==> src/rtl/transmission_pkg.sv <==
// Shared types and default widths for the FIFO transmission sequence checker.
package transmission_pkg;

    typedef enum logic {
        HUNT   = 1'b0,
        LOCKED = 1'b1
    } state_e;

    localparam int DATA_W_DEF   = 32;
    localparam int CNT_W_DEF    = 32;
    localparam int LOCK_LEN_DEF = 4;

    // Bits needed to hold a run length of 0..len
    function automatic int run_width(input int len);
        return (len < 1) ? 1 : $clog2(len + 1);
    endfunction

endpackage

==> src/rtl/transmission_check_sat_counter.sv <==
// Saturating accumulator: adds inc_amt_i when inc_en_i, pins at all-ones, clear wins.
module sat_counter #(
    parameter int W = 32
) (
    input  logic         clk_i,
    input  logic         rst_n_i,
    input  logic         clear_i,
    input  logic         inc_en_i,
    input  logic [W-1:0] inc_amt_i,
    output logic [W-1:0] cnt_o
);

    logic [W-1:0] cnt_q, cnt_d;
    logic [W:0]   sum;

    always_comb begin
        sum   = {1'b0, cnt_q} + {1'b0, inc_amt_i};
        cnt_d = cnt_q;
        if (clear_i)
            cnt_d = '0;
        else if (inc_en_i)
            cnt_d = sum[W] ? '1 : sum[W-1:0];
    end

    always_ff @(posedge clk_i or negedge rst_n_i) begin
        if (!rst_n_i)
            cnt_q <= '0;
        else
            cnt_q <= cnt_d;
    end

    assign cnt_o = cnt_q;

endmodule

==> src/rtl/transmission_check.sv <==
// Receive-side checker for the incrementing word stream: hunts for lock, flags
// out-of-order words while locked. Define TRANSMISSION_CHECK_LOST_EN for lost_cnt_out.
module transmission_check
    import transmission_pkg::*;
#(
    parameter int DATA_W   = DATA_W_DEF,
    parameter int CNT_W    = CNT_W_DEF,
    parameter int LOCK_LEN = LOCK_LEN_DEF
) (
    input  logic              clk_in,
    input  logic              rst_n_in,
    input  logic              clear_in,
    input  logic [DATA_W-1:0] data_in,
    input  logic              valid_in,
    output logic              locked_out,
    output logic              error_out,
    output logic [CNT_W-1:0]  word_cnt_out,
    output logic [CNT_W-1:0]  err_cnt_out
`ifdef TRANSMISSION_CHECK_LOST_EN
    ,
    output logic [CNT_W-1:0]  lost_cnt_out
`endif
);

    localparam int               RUN_W    = run_width(LOCK_LEN);
    localparam logic [RUN_W-1:0] LOCK_RUN = RUN_W'(LOCK_LEN);

    state_e            state_q;
    logic [DATA_W-1:0] expected_q;
    logic [RUN_W-1:0]  run_q;
    logic [RUN_W-1:0]  run_d;
    logic              error_q;
    logic              match;
    logic              accept;
    logic              locked_miss;

    assign match       = (data_in == expected_q);
    assign accept      = valid_in && !clear_in;
    assign locked_miss = accept && (state_q == LOCKED) && !match;

    // Run length while hunting; a mismatching word starts a fresh run of one
    always_comb begin
        run_d = RUN_W'(1);
        if (match)
            run_d = (run_q >= LOCK_RUN) ? LOCK_RUN : run_q + RUN_W'(1);
    end

    always_ff @(posedge clk_in or negedge rst_n_in) begin
        if (!rst_n_in) begin
            state_q    <= HUNT;
            expected_q <= '0;
            run_q      <= '0;
            error_q    <= 1'b0;
        end else if (clear_in) begin
            state_q    <= HUNT;
            expected_q <= '0;
            run_q      <= '0;
            error_q    <= 1'b0;
        end else if (valid_in) begin
            expected_q <= data_in + DATA_W'(1);
            error_q    <= 1'b0;
            case (state_q)
                HUNT: begin
                    run_q <= run_d;
                    if (run_d == LOCK_RUN)
                        state_q <= LOCKED;
                end
                LOCKED: begin
                    if (!match) begin
                        error_q <= 1'b1;
                        run_q   <= RUN_W'(1);
                        state_q <= HUNT;
                    end
                end
                default: state_q <= HUNT;
            endcase
        end else begin
            error_q <= 1'b0;
        end
    end

    assign locked_out = (state_q == LOCKED);
    assign error_out  = error_q;

    sat_counter #(.W(CNT_W)) u_word_cnt (
        .clk_i     (clk_in),
        .rst_n_i   (rst_n_in),
        .clear_i   (clear_in),
        .inc_en_i  (accept),
        .inc_amt_i (CNT_W'(1)),
        .cnt_o     (word_cnt_out)
    );

    sat_counter #(.W(CNT_W)) u_err_cnt (
        .clk_i     (clk_in),
        .rst_n_i   (rst_n_in),
        .clear_i   (clear_in),
        .inc_en_i  (locked_miss),
        .inc_amt_i (CNT_W'(1)),
        .cnt_o     (err_cnt_out)
    );

`ifdef TRANSMISSION_CHECK_LOST_EN
    logic [DATA_W-1:0] gap;
    logic [CNT_W-1:0]  gap_cnt;

    // Words skipped between the expected value and what actually arrived
    assign gap     = data_in - expected_q;
    assign gap_cnt = CNT_W'(gap);

    sat_counter #(.W(CNT_W)) u_lost_cnt (
        .clk_i     (clk_in),
        .rst_n_i   (rst_n_in),
        .clear_i   (clear_in),
        .inc_en_i  (locked_miss),
        .inc_amt_i (gap_cnt),
        .cnt_o     (lost_cnt_out)
    );
`endif

endmodule

==> config.mk <==
export PLATFORM = sky130hd
export DESIGN_NAME = transmission_check
export DESIGN_NICKNAME = d
export VERILOG_FILES = /design/src/rtl/transmission_pkg.sv /design/src/rtl/transmission_check_sat_counter.sv /design/src/rtl/transmission_check.sv
export SDC_FILE = /design/constraint.sdc
export NUM_CORES = 1
export LEC_CHECK = 0
export ABC_AREA = 1
export BUFFER_PORTS_ARGS = -buffer_cell sky130_fd_sc_hd__buf_2
export CORE_UTILIZATION = 25
export DETAILED_ROUTE_END_ITERATION = 10
export PLACE_DENSITY = 0.39
export SYNTH_ARGS = -nofsm -noshare
export SYNTH_HDL_FRONTEND = slang
export SYNTH_HIERARCHICAL = 1
export SYNTH_SLANG_ARGS = --single-unit
==> constraint.sdc <==
create_clock -name clk_in -period 5.23 [get_ports clk_in]
set_input_delay 0.2615 -clock clk_in [delete_from_list [all_inputs] [get_ports clk_in]]
set_output_delay 0.2615 -clock clk_in [all_outputs]
set_load 0.03 [all_outputs]
==> results of run 1 <==
## power groups by stage
stage	registers (W)	clock network [W]	logic, W
global route	0.00126	0.000818	0.00465
floorplan	0.00161	0	0.00266
global placement	0.00124	0	0.00391
CTS	0.00123	0.000800	0.00391
detailed placement	0.00125	0	0.00390
finish	0.00122	0.000753	0.00408
## metrics by stage
step,cell area (um^2),setup slack [ps]
floorplan,11200,2950
finish,12700,2360
global route,12700,2030
CTS,12700,2260
detailed placement,12400,2270
global placement,12400,2310
## worst max-delay path: stages, from the launching register on
cell	delay (ps)
dfrtp_1	400
ha_1	230
fa_1	470
nand3_1	130
nand3_2	110
nand2_2	80
nand2_2	80
nand2_2	80
nand2_4	60
a21oi_4	820
nand3_1	150
nand2_1	100
nand2_1	50
## synth_stat cells, types with 17 or more instances
| cell type | count | area, um^2 |
|---|---|---|
| a21oi_1 | 42 | 210 |
| and2_1 | 17 | 106 |
| dfrtp_1 | 101 | 2530 |
| ha_1 | 67 | 838 |
| inv_1 | 310 | 1160 |
| inv_2 | 29 | 109 |
| nand2_1 | 807 | 3030 |
| nand2_2 | 18 | 113 |
| nand3_1 | 109 | 546 |
| nand3_2 | 26 | 260 |
| nand4_1 | 27 | 169 |
| nor2_1 | 111 | 417 |
| nor3_1 | 25 | 125 |
| o21ai_0 | 32 | 160 |
| o21ai_1 | 22 | 110 |
| xnor2_1 | 22 | 193 |
## cells by family (layout without fill, tap and decap cells)
group           after synthesis  count (layout)
other cells                   2              66
flops                       101             101
compound gates              115             115
buf+inv                     365             467
xor+xnor                     38              38
fa+ha+maj                    69              69
simple gates               1183            1183
## worst paths after layout
check,startpoint,endpoint,slack [ps],cells after the start
worst min-delay path,data_in[0],expected_q[0]$_DFFE_PN0P_,140,2
min in group asynchronous,rst_n_in,u_word_cnt/cnt_o[14]$_DFFE_PN0P_,500,2
worst max register to register,u_word_cnt/cnt_o[0]$_DFFE_PN0P_,u_word_cnt/cnt_o[20]$_DFFE_PN0P_,2360,12
worst max-delay path,u_word_cnt/cnt_o[0]$_DFFE_PN0P_,u_word_cnt/cnt_o[20]$_DFFE_PN0P_,2360,12
max in group asynchronous,rst_n_in,u_err_cnt/cnt_o[11]$_DFFE_PN0P_,3500,3
worst min register to register,run_q[2]$_DFFE_PN0P_,run_q[2]$_DFFE_PN0P_,500,2
## sequential cells by signal, indices dropped and copies added, names as in the netlist
signal / cells
u_word_cnt/cnt_o: 32
run_q: 3
u_err_cnt/cnt_o: 32
expected_q: 32
error_out: 1
locked_out: 1
## metal layers
| metal | routed length, um | vias to the layer above |
|---|---|---|
| met5 | 0 | - |
| met4 | 551 | 0 |
| met3 | 1120 | 20 |
| met2 | 17700 | 151 |
| met1 | 18600 | 5095 |
| li1 | - | 6002 |
## placed cells by master (no fill, tap or decap), types with 26 or more instances in the layout
cell	Yosys	final
inv_2	29	29
o21ai_0	32	32
conb_1	2	66
ha_1	67	67
dfrtp_1	101	101
nor2_1	111	107
inv_1	310	310
nand4_1	27	27
buf_2	4	100
a21oi_1	42	42
nand3_1	109	109
nand3_2	26	26
nand2_1	807	807
## what timing repair did
action                                 4_1_cts  5_1_grt
endpoints found under the hold margin       52        0
hold buffers                                 1        0
setup endpoints to repair                    0        0
## cell type report
| class | instances | area, um^2 |
|---|---|---|
| fill | 5010 | 30600 |
| tap | 585 | 732 |
| timing repair buffer | 109 | 571 |
| clock buffer | 9 | 225 |
| inverter | 342 | 1280 |
| multi-input combinational | 1471 | 7300 |
| clock inverter | 7 | 75.1 |
| sequential | 101 | 2530 |
==> metrics.md, run 1 <==
| Metric | Value |
|---|---|
| Layout cells sized above 1 | between 10% and 20% |
| Routed Antenna Nets | 0 |
| Met1 Usage GRT | 23.9% |
| Die Ht | between 200 and 250 um |
| Total die area | between 40,000 and 50,000 um^2 |
| Switch Pwr | between 0.003 and 0.004 W |
| HP Class | input port to flop |
| Worst Skew | around 19 ps |
| Setup crit end kind | flop |
| Routed vias | about 11,000 |
| Synth Area in Simple Gates | about 47% |
| Syn-to-layout area delta | 15.5% |
| Post-synth ARST share | 100% |
| Final WL | between 30,000 and 40,000 um |
| Die W | about 210 um |
| Post-cts sizing count | 0 |
| GRT met3 Usage | 1.99% |
| Worst EP required | ~5500 ps |
| Peak VDD IR | roughly 0.17 mV |
| Number of I/O port buffers | 101 |
| First-pass GRT wire length | 61,500 um |
| Drt drc | 0 |
| Diodes inserted | 0 |
| Pint | approximately 0.0027 W |
| H-Tree Depth | 3 |
| GRT Total Usage | approximately 18% |
| Final period util | a little over half |
| Gr busiest metal | met2 |
| Non-Filler Instances | ~2,600 |
| Placed instance count | roughly 2,600 |
| Post-synthesis average cell area | approximately 6 um^2 |
| CTS root buf | clkbuf_16 |
| Post-synth EDFFs | 0 |
| CTS clk-pin slew, worst paths | about 100 ps |
| Synth Cell Area | 11,000 um^2 |
| Slew Limit Fails | 0 |
| Final setup viols | 0 |
| Ys flop type | dfrtp_1 |
| Power per cell area | between 400 and 500 nW/um^2 |
| CTS tree | built |
| Drt wl/cell | around 14 um |
| Design Power | 0.00605 W |
| Post-synthesis sequential area ratio | 23.0% |
| Routing usage on met2 | 29.8% |
| RSZ-0062 raised after global routing | false |
| Number of setup buffers added after CTS | 0 |
| Fmax | approximately 350 MHz |
| Combinational share of power | 67.5% |
| Startpoint Class | flop |
| Synth Register Bits | around 100 |
| Drt pass-1 iters | 5 |
| Remaining Overflow, GRT | 0 |
| Core area | 43,300 um^2 |
| Sum Neg Setup Slack | 0 ps |
| Crit Path Class | flop to flop |
| Max-Cap Viols | 0 |
| Via/cell ratio | 4.29 |
| Initial antenna violation count | 0 |
| Pin count of the biggest net entering global routing | 54 |
| Syn. warnings | 6 |
| Worst-skew pair later-pin latency | 410 ps |
| Nets | 2,139 |
| XOR/XNOR Fraction of Synth Area | 3.02% |
| Worst hold slack | 137 ps |
| CTS max path bufs | 2 |
| Fin crit period | approximately 2900 ps |
| Worst Max-Slew Pin Slew | approximately 1100 ps |
| CTS Buf Count | 9 |
| Top Ports | between 100 and 150 |
| Gp weighted congestion | approximately 0.91 |
| Relative slew margins | 29.6% |
| Synth Area in Adders | under 10% |
| Largest family of logic cells by synthesized area | simple AND/OR/NAND/NOR gates |
| Iter 0 DRT Violations | just over 600 |
| Worst-path fanout max | 32 |
| Flop pwr share | 20.1% |
| Switch share | 56.0% |
| Crit path DAT | about 3200 ps |
| Starting Density | between 20 and 30% |
| Status | finished clean |
| Mux cell area share after synthesis | 0% |
| Leak | approximately 7.5 nW |
| Vias in the first global route | 11,200 |
| DP HPWL | 30,600 um |
| Synth Area in Compound Gates | under 10% |
| Syn Inst Count | approximately 1,900 |
| Hold Violations, Final | 0 |
| CTS sink cnt | approximately 100 |
| Synth cell types | 44 |
| Fin util | 29.4% |
| # rows | 76 |
| Clock share of power | 12.4% |
Note: power is estimated with default switching activity, not from simulation.
==> inputs of run 2 (changes only) <==
==> constraint.sdc (replaced) <==
create_clock -name clk_in -period 2.65 [get_ports clk_in]
set_input_delay 0.1325 -clock clk_in [delete_from_list [all_inputs] [get_ports clk_in]]
set_output_delay 0.1325 -clock clk_in [all_outputs]
set_load 0.03 [all_outputs]
==> metrics.md, run 2 (synthesized netlist as in run 1, its figures left out) <==
| Metric | Value |
|---|---|
| Die W | 212 um (unchanged) |
| Setup ws final | 227 ps (-2130 ps) |
| Final period util | 91.4% (+36 points) |
| Core area | 43,300 um^2 (unchanged) |
| Via/cell ratio | 4.28 (-0.23%) |
| H-Tree Depth | 3 (unchanged) |
| Drt drc | 0 (unchanged) |
| Power per cell area | 936 nW/um^2 (+97%) |
| Hold Violations, Final | 0 (unchanged) |
| # rows | 76 (unchanged) |
| Total die area | 44,900 um^2 (unchanged) |
| Cell area after layout | 12,800 um^2 (+0.83%) |
| WHS Endpoint | expected_q[5]$_DFFE_PN0P_ |
| Worst hold slack | 72.8 ps (-64.3 ps) |
| Pint | 0.00534 W (+100%) |
| Clock share of power | 11.6% (-0.8 points) |
| Worst Max-Slew Pin Slew | 729 ps (-325 ps) |
| Die Ht | 212 um (unchanged) |
| Max-Cap Viols | 0 (unchanged) |
| Iter 0 DRT Violations | 607 (-1.1%) |
| HP Class | input port to flop |
| Hold Crit Depth | 3 (+1) |
| First-pass GRT wire length | 60,900 um (-0.94%) |
| CTS Buf Count | 9 (unchanged) |
| Drt wl/cell | 14.5 um (-0.18%) |
| R2r setup slk | 230 ps (-2130 ps) |
| Most frequent cells in the layout | nand2_1, inv_1, nand3_1, nor2_1, dfrtp_1 |
| Final WL | 38,000 um (+0.12%) |
| Number of I/O port buffers | 101 (unchanged) |
| DP HPWL | 31,200 um (+1.9%) |
| Crit path DAT | 2700 ps (-470 ps) |
| Setup crit end kind | flop |
| Most common cell after layout, fill and taps aside | nand2_1 |
| Combinational share of power | 68.1% (+0.6 points) |
| Crit Path Class | flop to flop |
| Worst Skew | 17.1 ps (-1.61 ps) |
| Final setup viols | 0 (unchanged) |
| Routed Antenna Nets | 0 (unchanged) |
| Leak | 7.53 nW (+0.69%) |
| Area of the multi-input gates | 7300 um^2 (about the same) |
| Switch Pwr | 0.00665 W (+96%) |
| Peak VDD IR | 0.356 mV (+110%) |
| Diodes inserted | 0 (unchanged) |
| Sum Neg Setup Slack | 0 ps (unchanged) |
| Slew Limit Fails | 0 (unchanged) |
| Routed vias | 11,300 (+0.071%) |
| Remaining Overflow, GRT | 0 (unchanged) |
| CTS max path bufs | 2 (unchanged) |
| RR Endpoint | u_err_cnt/cnt_o[31]$_DFFE_PN0P_ |
| RSZ-0062 raised after global routing | false |
| Syn-to-layout area delta | 16.5% |
| Worst EP required | 2930 ps (-2600 ps) |
| Switch share | 55.5% (-0.58 points) |
| Vias in the first global route | 11,100 (-1.2%) |
| Number of setup buffers added after CTS | 0 (unchanged) |
| Top Ports | 102 (unchanged) |
| Cell Area, Placed | 12,500 um^2 (+0.83%) |
| CTS root buf | clkbuf_16 |
| Reg area | 2530 um^2 (unchanged) |
| Nets | 2,147 (+0.37%) |
| Worst r2r src | u_err_cnt/cnt_o[0]$_DFFE_PN0P_ |
| Design Power | 0.0120 W (+98%) |
| Layout cells sized above 1 | 12.0% (+0.25 points) |
| Fin crit period | 2420 ps (-450 ps) |
| Filler instances | 4,975 (-0.70%) |
| Status | finished clean |
| Startpoint Class | flop |
| CTS sink cnt | 101 (unchanged) |
| Worst-skew pair later-pin latency | 390 ps (-20 ps) |
| CTS clk-pin slew, worst paths | 80 ps (-20 ps) |
| Worst slack, placed | 191 ps (-2080 ps) |
| Worst hold start | data_in[5] |
| Worst-path fanout max | 15 (-53%) |
| Initial antenna violation count | 0 (unchanged) |
| Pin count of the biggest net entering global routing | 48 (-11%) |
| Flop pwr share | 20.2% (about the same) |
| R2r worst-path depth | 13 (+1) |
| GRT Total Usage | 17.6% (-0.18 points) |
| Relative slew margins | 51.4% (+22 points) |
| Gp weighted congestion | 0.889 (-2.3%) |
| CTS tree | built |
| Drt pass-1 iters | 5 (unchanged) |
| Starting Density | 25.4% (unchanged) |
| Fmax | 413 MHz (+19%) |
-- run 2: cell types whose count changed in the layout (fill, tap and decap cells not counted), moves of 2 or more --
cell / before / now
o21ai_0: 32 / 30
inv_8: 3 / 1
buf_4: 8 / 11
buf_12: 0 / 4
clkinv_4: 1 / 3
o21ai_1: 22 / 24
-- run 2: worst max-delay path, stage by stage, from the launching register on --
cell,delay (ps)
dfrtp_1,410
ha_1,250
fa_1,470
nand3_1,130
nand3_2,110
nand2_1,100
nand2_2,90
nand2_1,80
nand2_2,90
a21oi_4,150
buf_12,180
nand3_1,90
nand2_1,100
nand2_1,70
-- run 2: cell type report --
| cell class | count | area share (%) |
|---|---|---|
| Inverter | 342 | 10.0 |
| Clock buffer | 11 | 1.89 |
| Timing Repair Buffer | 117 | 5.33 |
| Tap cell | 585 | 5.71 |
| Clock inverter | 5 | 0.351 |
| Multi-Input combinational cell | 1471 | 57.0 |
| Sequential cell | 101 | 19.7 |
-- run 2: routing by layer --
metal  GRT usage (%)  wire (um)
met5               0          0
met4            4.45        635
met3            2.34       1050
met2            29.4      17600
met1            23.9      18700
-- run 2: timing repair --
item	in CTS	in global routing
hold endpoints to repair	45	0
endpoints found under the setup margin	0	20
hold buffers	2	0
gates resized for setup	0	3
-- run 2: how the worst max path moves through the flow --
stage                     cells after the start                       startpoint  slack, ps                               end
after floorplan                              13   u_err_cnt/cnt_o[0]$_DFFE_PN0P_        370   u_err_cnt/cnt_o[18]$_DFFE_PN0P_
after global placement                       13  u_word_cnt/cnt_o[0]$_DFFE_PN0P_        210  u_word_cnt/cnt_o[22]$_DFFE_PN0P_
after detailed placement                     15        expected_q[5]$_DFFE_PN0P_        190   u_err_cnt/cnt_o[15]$_DFFE_PN0P_
after CTS                                    15        expected_q[5]$_DFFE_PN0P_        150   u_err_cnt/cnt_o[15]$_DFFE_PN0P_
after global routing                         12   u_err_cnt/cnt_o[0]$_DFFE_PN0P_        0.4   u_err_cnt/cnt_o[13]$_DFFE_PN0P_
final                                        13   u_err_cnt/cnt_o[0]$_DFFE_PN0P_        230   u_err_cnt/cnt_o[31]$_DFFE_PN0P_
-- run 2: power groups by stage --
stage                     Sequential [W]  Clock (W)  Combinational, W
after global placement           0.00247          0           0.00783
after floorplan                  0.00317          0           0.00525
after global routing             0.00250    0.00153           0.00926
after CTS                        0.00245    0.00150           0.00783
after detailed placement         0.00248          0           0.00781
final                            0.00243    0.00140           0.00817
-- run 2: metrics by stage --
step | cells | utilization [%]
2_1_floorplan | 1937 | -
3_3_place_gp | 2614 | 28.9
3_5_place_dp | 2614 | 28.9
4_1_cts | 2632 | 29.6
5_1_grt | 2632 | 29.6
6_report | 2632 | 29.6
==> inputs of run 3 (changes only) <==
--- a/config.mk
+++ b/config.mk
@@ -7,9 +7,9 @@
 export LEC_CHECK = 0
 export ABC_AREA = 1
 export BUFFER_PORTS_ARGS = -buffer_cell sky130_fd_sc_hd__buf_2
-export CORE_UTILIZATION = 25
+export CORE_UTILIZATION = 50
 export DETAILED_ROUTE_END_ITERATION = 10
-export PLACE_DENSITY = 0.39
+export PLACE_DENSITY = 0.68
 export SYNTH_ARGS = -nofsm -noshare
 export SYNTH_HDL_FRONTEND = slang
 export SYNTH_HIERARCHICAL = 1
==> metrics.md, run 3 (synthesized netlist as in run 1, its figures left out) <==
| Metric | Value |
|---|---|
| Status | finished clean |
| First-pass GRT wire length | 52,100 um (-15%) |
| Most frequent cells in the layout | nand2_1, inv_1, nand3_1, nor2_1, dfrtp_1 |
| Number of I/O port buffers | 101 (unchanged) |
| Die W | 150 um (-29%) |
| Crit Path Class | flop to flop |
| Worst-skew pair later-pin latency | 360 ps (-30 ps) |
| Nets | 2,150 (+0.14%) |
| Placed instance count | 2,306 (-12%) |
| Drt wl/cell | 13.8 um (-4.7%) |
| GRT Total Usage | 29.5% (+12 points) |
| Worst Skew | 10.2 ps (-6.89 ps) |
| Final period util | 94.1% (+2.7 points) |
| Hold Crit Depth | 2 (-1) |
| Remaining Overflow, GRT | 0 (unchanged) |
| Sum Neg Setup Slack | 0 ps (unchanged) |
| Core area | 21,300 um^2 (-51%) |
| CTS max path bufs | 2 (unchanged) |
| Top Ports | 102 (unchanged) |
| Initial antenna violation count | 1 (+1) |
| Fin util | 58.4% (+29 points) |
| Worst-path fanout max | 5 (-10) |
| Crit path DAT | 2740 ps (+40 ps) |
| Final WL | 32,100 um (-16%) |
| CP top delay family | simple AND/OR/NAND/NOR gates |
| HP Class | input port to flop |
| Routed vias | 11,500 (+1.7%) |
| Most common cell after layout, fill and taps aside | nand2_1 |
| Routed Antenna Nets | 0 (unchanged) |
| Worst hold start | data_in[0] |
| Startpoint Class | flop |
| Worst r2r src | u_err_cnt/cnt_o[0]$_DFFE_PN0P_ |
| CTS clk-pin slew, worst paths | 80 ps (about the same) |
| Starting Density | 51.7% (+26 points) |
| Max-Cap Viols | 0 (unchanged) |
| R2r setup slk | 160 ps (-70 ps) |
| Crit path buffers/inverters | 1 (unchanged) |
| Via/cell ratio | 4.93 (+15%) |
| Slowest stage delay, CP | 400 ps (-70 ps) |
| Drt drc | 0 (unchanged) |
| Pin count of the biggest net entering global routing | 53 (+10%) |
| Worst EP required | 2900 ps (-30 ps) |
| CTS root buf | clkbuf_16 |
| Layout cells sized above 1 | 12.2% (+0.18 points) |
| RSZ-0062 raised after global routing | false |
| Iter 0 DRT Violations | 693 (+14%) |
| Critical path cell sequence | ha_1 -> fa_2 -> nand3_1 -> nand3_2 -> nand2_1 -> nand2_2 -> nand2_1 -> nand2_2 -> a21oi_4 -> buf_4 -> nand3_1 -> nand2_1 -> nand2_1 |
| CP max-delay cell | dfrtp_1 |
| Power per cell area | 947 nW/um^2 (+1.2%) |
| Fmax | 401 MHz (-2.9%) |
| Setup crit end kind | flop |
| Die Ht | 150 um (-29%) |
| Slew Limit Fails | 0 (unchanged) |
| Worst Max-Slew Pin Slew | 738 ps (+8.89 ps) |
| Hold Violations, Final | 0 (unchanged) |
| # rows | 53 (-30%) |
| Syn-to-layout area delta | 12.9% |
| CTS sink cnt | 101 (unchanged) |
| Gp weighted congestion | 0.961 (+8.1%) |
| CTS Buf Count | 9 (unchanged) |
| DP HPWL | 26,200 um (-16%) |
| Drt pass-1 iters | 5 (unchanged) |
| R2r worst-path depth | 13 (unchanged) |
| RR Endpoint | u_err_cnt/cnt_o[25]$_DFFE_PN0P_ |
| Relative slew margins | 50.8% (-0.59 points) |
| WHS Endpoint | expected_q[0]$_DFFE_PN0P_ |
| Final setup viols | 0 (unchanged) |
| Fin crit period | 2490 ps (+71.3 ps) |
| Peak VDD IR | 0.456 mV (+28%) |
| Vias in the first global route | 10,500 (-5.4%) |
| CTS tree | built |
| H-Tree Depth | 3 (unchanged) |
| Leak | 7.53 nW (about the same) |
| Most common cell on crit path | nand2_1 |
| Non-Filler Instances | 2,326 (-12%) |
| Total die area | 22,600 um^2 (-50%) |
==> run 3: worst max-delay path by stage <==
stage / cells past startpoint / from / slack, ps / endpoint
final: 13 / u_err_cnt/cnt_o[0]$_DFFE_PN0P_ / 160 / u_err_cnt/cnt_o[25]$_DFFE_PN0P_
after global routing: 13 / u_err_cnt/cnt_o[0]$_DFFE_PN0P_ / 20 / u_err_cnt/cnt_o[25]$_DFFE_PN0P_
after CTS: 15 / expected_q[21]$_DFFE_PN0P_ / 80 / u_err_cnt/cnt_o[22]$_DFFE_PN0P_
after detailed placement: 15 / expected_q[21]$_DFFE_PN0P_ / 110 / u_err_cnt/cnt_o[25]$_DFFE_PN0P_
after global placement: 13 / u_err_cnt/cnt_o[0]$_DFFE_PN0P_ / 90 / u_err_cnt/cnt_o[25]$_DFFE_PN0P_
after floorplan: 13 / u_err_cnt/cnt_o[0]$_DFFE_PN0P_ / 370 / u_err_cnt/cnt_o[18]$_DFFE_PN0P_
==> run 3: routing by layer <==
metal	track usage (%)	routed length (um)	vias to the layer above
met5	0	0	-
met4	7.12	461	0
met3	3.70	1730	31
met2	47.8	14100	312
met1	41.4	15700	5107
li1	-	-	6013
==> run 3: where the power goes <==
| part | internal (W) | switching (W) | leakage, nW | total, W |
|---|---|---|---|---|
| clock | 0.000690 | 0.000645 | 0.132 | 0.00134 |
| sequential | 0.00199 | 0.000422 | 1.31 | 0.00241 |
| combinational | 0.00268 | 0.00534 | 6.08 | 0.00802 |
==> run 3: final cells by class <==
| class | count | area (um^2) |
|---|---|---|
| Inverter | 342 | 1280 |
| Clock inverter | 3 | 20.0 |
| Fill cell | 2226 | 8860 |
| Tap cell | 275 | 344 |
| Sequential cell | 101 | 2530 |
| Antenna cell | 1 | 2.50 |
| Multi-Input combinational cell | 1471 | 7310 |
| Clock buffer | 13 | 260 |
| Timing Repair Buffer | 120 | 678 |
==> run 3: worst register-to-register path: cells and delay by family (launching register included) <==
family / cells / cell delay [ps]
and+or+nand+nor: 9 / 890
adders and majority gates: 2 / 630
DFF: 1 / 400
AOI/OAI and AO/OA: 1 / 260
buffers and inverters: 1 / 210
==> run 3: what timing repair did <==
item,CTS,global route
endpoints found under the hold margin,49,0
resized for setup,0,2
setup buffers,0,2
hold buffers,1,0
endpoints found under the setup margin,0,15
==> run 3: through the flow <==
| step | hold WS (ps) | cell area (um^2) | setup slack, ps | power (W) |
|---|---|---|---|---|
| 2_1_floorplan | -163 | 11200 | 366 | 0.00843 |
| 3_3_place_gp | 228 | 12100 | 92.9 | 0.00996 |
| 3_5_place_dp | 231 | 12100 | 112 | 0.0100 |
| 4_1_cts | 29.2 | 12400 | 76.4 | 0.0114 |
| 5_1_grt | 68.7 | 12400 | 23.6 | 0.0129 |
| 6_report | 39.1 | 12400 | 156 | 0.0118 |
